## config.mk

```make
export PLATFORM = sky130hd
export DESIGN_NAME = hello_rx
export DESIGN_NICKNAME = d
export VERILOG_FILES = /design/src/rtl/hello_rx.sv
export SDC_FILE = /design/constraint.sdc
export NUM_CORES = 1
export LEC_CHECK = 0
export ABC_AREA = 1
export CAP_MARGIN = 20
export CELL_PAD_IN_SITES_DETAIL_PLACEMENT = 0
export CELL_PAD_IN_SITES_GLOBAL_PLACEMENT = 2
export CORE_ASPECT_RATIO = 1.25
export CORE_UTILIZATION = 25
export CTS_CLUSTER_SIZE = 20
export DETAILED_ROUTE_END_ITERATION = 8
export PLACE_DENSITY_LB_ADDON = 0.1
export SKIP_LAST_GASP = 1
export SYNTH_ARGS = -nofsm -noshare
export SYNTH_HDL_FRONTEND = slang
export SYNTH_SLANG_ARGS = --single-unit
export TNS_END_PERCENT = 30
```

## constraint.sdc

```tcl
create_clock -name clk -period 2 [get_ports clk]
set_input_delay 0.2 -clock clk [delete_from_list [all_inputs] [get_ports clk]]
set_output_delay 0.2 -clock clk [all_outputs]
set_load 0.005 [all_outputs]
```

## src/rtl/hello_rx.sv

```systemverilog
// hello_rx: streaming byte matcher that detects the message "Hello, world!"
// Ports:
//   clk, rst_n    - clock and synchronous active-low reset
//   in_valid      - a byte is presented on in_data
//   in_data       - 8-bit ASCII byte
//   in_ready      - byte accepted when high together with in_valid
//   clear         - synchronous clear of the matcher state and the counters
//   match         - one-cycle pulse after the final '!' of a message transfers
//   match_count   - saturating count of complete messages
//   miss_count    - saturating count of bytes that broke a partial match
//   idx           - number of message bytes matched so far (0..12)
module hello_rx #(
    parameter int COUNT_W = 16
) (
    input  logic               clk,
    input  logic               rst_n,
    input  logic               in_valid,
    input  logic [7:0]         in_data,
    output logic               in_ready,
    input  logic               clear,
    output logic               match,
    output logic [COUNT_W-1:0] match_count,
    output logic [COUNT_W-1:0] miss_count,
    output logic [3:0]         idx
);
    localparam int MSG_LEN = 13;
    localparam logic [7:0] MSG [MSG_LEN] = '{
        8'h48, 8'h65, 8'h6C, 8'h6C, 8'h6F, 8'h2C, 8'h20,
        8'h77, 8'h6F, 8'h72, 8'h6C, 8'h64, 8'h21
    };
    logic xfer, hit, last;
    assign in_ready = rst_n && !clear;
    always_comb begin
        xfer = in_valid && in_ready;
        hit  = in_data == MSG[idx];
        last = idx == 4'(MSG_LEN - 1);
    end
    // 'H' appears only at position 0, so a mismatch either restarts at 1 or drops to 0
    always_ff @(posedge clk) begin
        if (!rst_n || clear) begin
            idx         <= '0;
            match       <= 1'b0;
            match_count <= '0;
            miss_count  <= '0;
        end else begin
            match <= xfer && hit && last;
            if (xfer) begin
                if (hit)
                    idx <= last ? 4'd0 : idx + 4'd1;
                else
                    idx <= (in_data == MSG[0]) ? 4'd1 : 4'd0;
                if (hit && last && match_count != '1)
                    match_count <= match_count + COUNT_W'(1);
                if (!hit && idx != '0 && miss_count != '1)
                    miss_count <= miss_count + COUNT_W'(1);
            end
        end
    end
endmodule

```

==> impl_metrics.yaml <==
sta:
  setup_slack_ns: -0.0555
  grt_setup_unrepaired: "yes"
  worstMarginPinSlew_ns: 0.393
  finalCritPeriodShare_pct: 103
  slew-limit-headroom_pct: 73.6
  holdWs_ns: 0.497
  drv_slew: 0
  post-route-min-period_ns: 2.06
  hold_viol: 0
  fmax_mhz: 487
  final-setup-viol-count: 8
  fin_skew_ns: 0.00426
routing:
  wl_per_cell_um: 13.3
  first_pass_iters: 4
  ant_nets: 0
  vias_per_cell: 4.55
  drc: 0
  drt_iter0_drc: 62
  vias: 3001
  drt-total-wl_mm: 8.78
synthesis:
  yosys_warnings: 0
  synth_edf_count: 0
  synthArstFlopShare_pct: 0
  synth_common_cells: "nand2_1, inv_1, nor2_1"
  yosys.area.top_type: "dfxtp_1"
  synth.area.top_cells: "dfxtp_1, nand2_1, inv_1"
  synthDominantCellAreaShare_pct: 27.7
  synthCells: 430
  yosysMostFrequentCell: "nand2_1"
  ys_seq_elements: 37
  synth_fp_nets: 451
  ys.flop_type: "dfxtp_1"
  ys_seq_area_share_pct: 27.7
  synth_cell_types: 32
  syn_area_um2: 2670
  syn_area_per_cell_um2: 6.21
grt:
  grt_pass1_wl_mm: 14.2
  antenna_found_initial: 0
  grt_max_degree: 25
  grtUsageTotal_pct: 16.3
  overflow: 0
  grt_pass1_vias: 2967
clock_tree:
  clock_latency_ns: 0.28
  cts-root-buf: "clkbuf_16"
  cts_tree: "done"
  clk_pin_slew_ns: 0.06
  cts-buffers-inserted: 5
  clock_path_buffers: 2
  htreeDepth: 2
  cts.sinks: 37
  ctsHoldBuffers: 0
floorplanning:
  core_um2: 10300
  dieWidth_um: 94.4
  start_util_pct: 26.0
  io_pins: 50
  row_count: 41
  die_area_um2: 11100
  die_h_um: 118
cells_and_area:
  seq_area_um2: 747
  diodes: 0
  multi_input_area_um2: 1780
  final_cells: 660
  fillers: 1126
  layout.nets: 552
  drive_gt1_share_pct: 22.0
  area_delta_synth_final_pct: 54.1
placed_design:
  place_congestion: 0.799
  placedCellCount: 643
  port_buffers: 49
  dpl.hpwl_mm: 6.48
status:
  violations: "setup timing"
  status: "finished with violations"
worst_hold_path:
  hold_class: "reg -> reg"
power_and_ir_drop:
  power.leakage_nw: 1.78
  p_per_area_nw_per_um2: 422
  ir_drop_mv: 0.239
run:
  maxCapViolCount: 0
critical_path:
  worstPathArrival_ns: 2.23
  endpoint_kind: "register"
  cp.required_ns: 2.18
  crit_fanout: 6
  crit_type: "reg -> reg"
  startpoint_type: "register"
per-layer routing:
layer	wire length (um)	vias up	GRT usage (%)
met5	0	-	0
met4	134	0	4.81
met3	267	10	2.71
met2	4430	45	29.1
met1	3940	1375	19.4
li1	-	1571	-
final cells by class:
type	instances	share of cell area, %
multi-input combinational	312	43.3
timing repair buffer	108	24.9
sequential	37	18.2
inverter	67	6.29
tap	129	3.92
clock buffer	7	3.47
through the flow:
stage / power (mW) / cell area, um^2 / util (%) / TNS, ns / worst slack, ns
floorplan: 0.825 / 2670 / - / 0 / 0.0156
global placement: 0.904 / 3650 / 35.6 / -0.564 / -0.0697
detailed placement: 0.903 / 3650 / 35.6 / -1.97 / -0.131
CTS: 1.75 / 3950 / 38.5 / -0.000494 / -0.000494
global route: 1.81 / 4120 / 40.1 / -3.76 / -0.201
finish: 1.74 / 4120 / 40.1 / -0.160 / -0.0555
state kept, by name (all words and copies together) (netlist names):
signal       flops
match            1
match_count     16
idx              4
miss_count      16
layout by cell type, fill, tap and decap left out, types with 7 or more instances in the layout:
cell and instances:
nand2_1 110, buf_4 46, nand3_1 32, inv_1 61, a21oi_1 17, nand4_1 25
nor2_1 49, dfxtp_1 34, nor3_1 7, clkdlybuf4s50_1 49, nand2_2 11, buf_6 7
xor2_1 13
worst max-delay path, stage by stage (launching register included):
cell and delay (ns):
dfxtp_4 0.35, inv_4 0.08, buf_4 0.14, ha_4 0.14, nand3_4 0.09, nand3_2 0.10, nand2_1 0.07, nor2_2 0.13
nand3_4 0.12, nor2_4 0.27, nor2_4 0.09, buf_6 0.14, nand2_1 0.07, nand2_1 0.05, nand2_1 0.05, nor2_1 0.03
power breakdown:
group	total, mW	switching, mW	leakage [nW]	internal, mW
sequential	0.738	0.00139	0.300	0.737
combinational	0.189	0.102	1.41	0.0865
clock	0.811	0.321	0.0700	0.490
kinds of logic after synthesis:
logic type | synth area share [%]
AOI/OAI and AO/OA | 5.30
xor gates and xnor gates | 4.59
adders and majority gates | 4.22
buffers and inverters | 12.9
DFF | 27.7
and+or+nand+nor | 45.3
path summary, 6_finish.rpt:
path	start	to	slack [ns]	cells past startpoint
worst min register to register	miss_count[3]	miss_count[3]	0.50	2
worst max-delay path	idx[1]	miss_count[6]	-0.06	15
worst max register to register	idx[1]	miss_count[6]	-0.06	15
worst min-delay path	miss_count[3]	miss_count[3]	0.50	2
repair_timing:
item	CTS	global route
pin swaps	12	29
setup buffers	2	6
cloned	0	2
resized for setup	31	24
setup endpoints to repair	35	36
No activity file was read; power rests on OpenSTA's default activity.
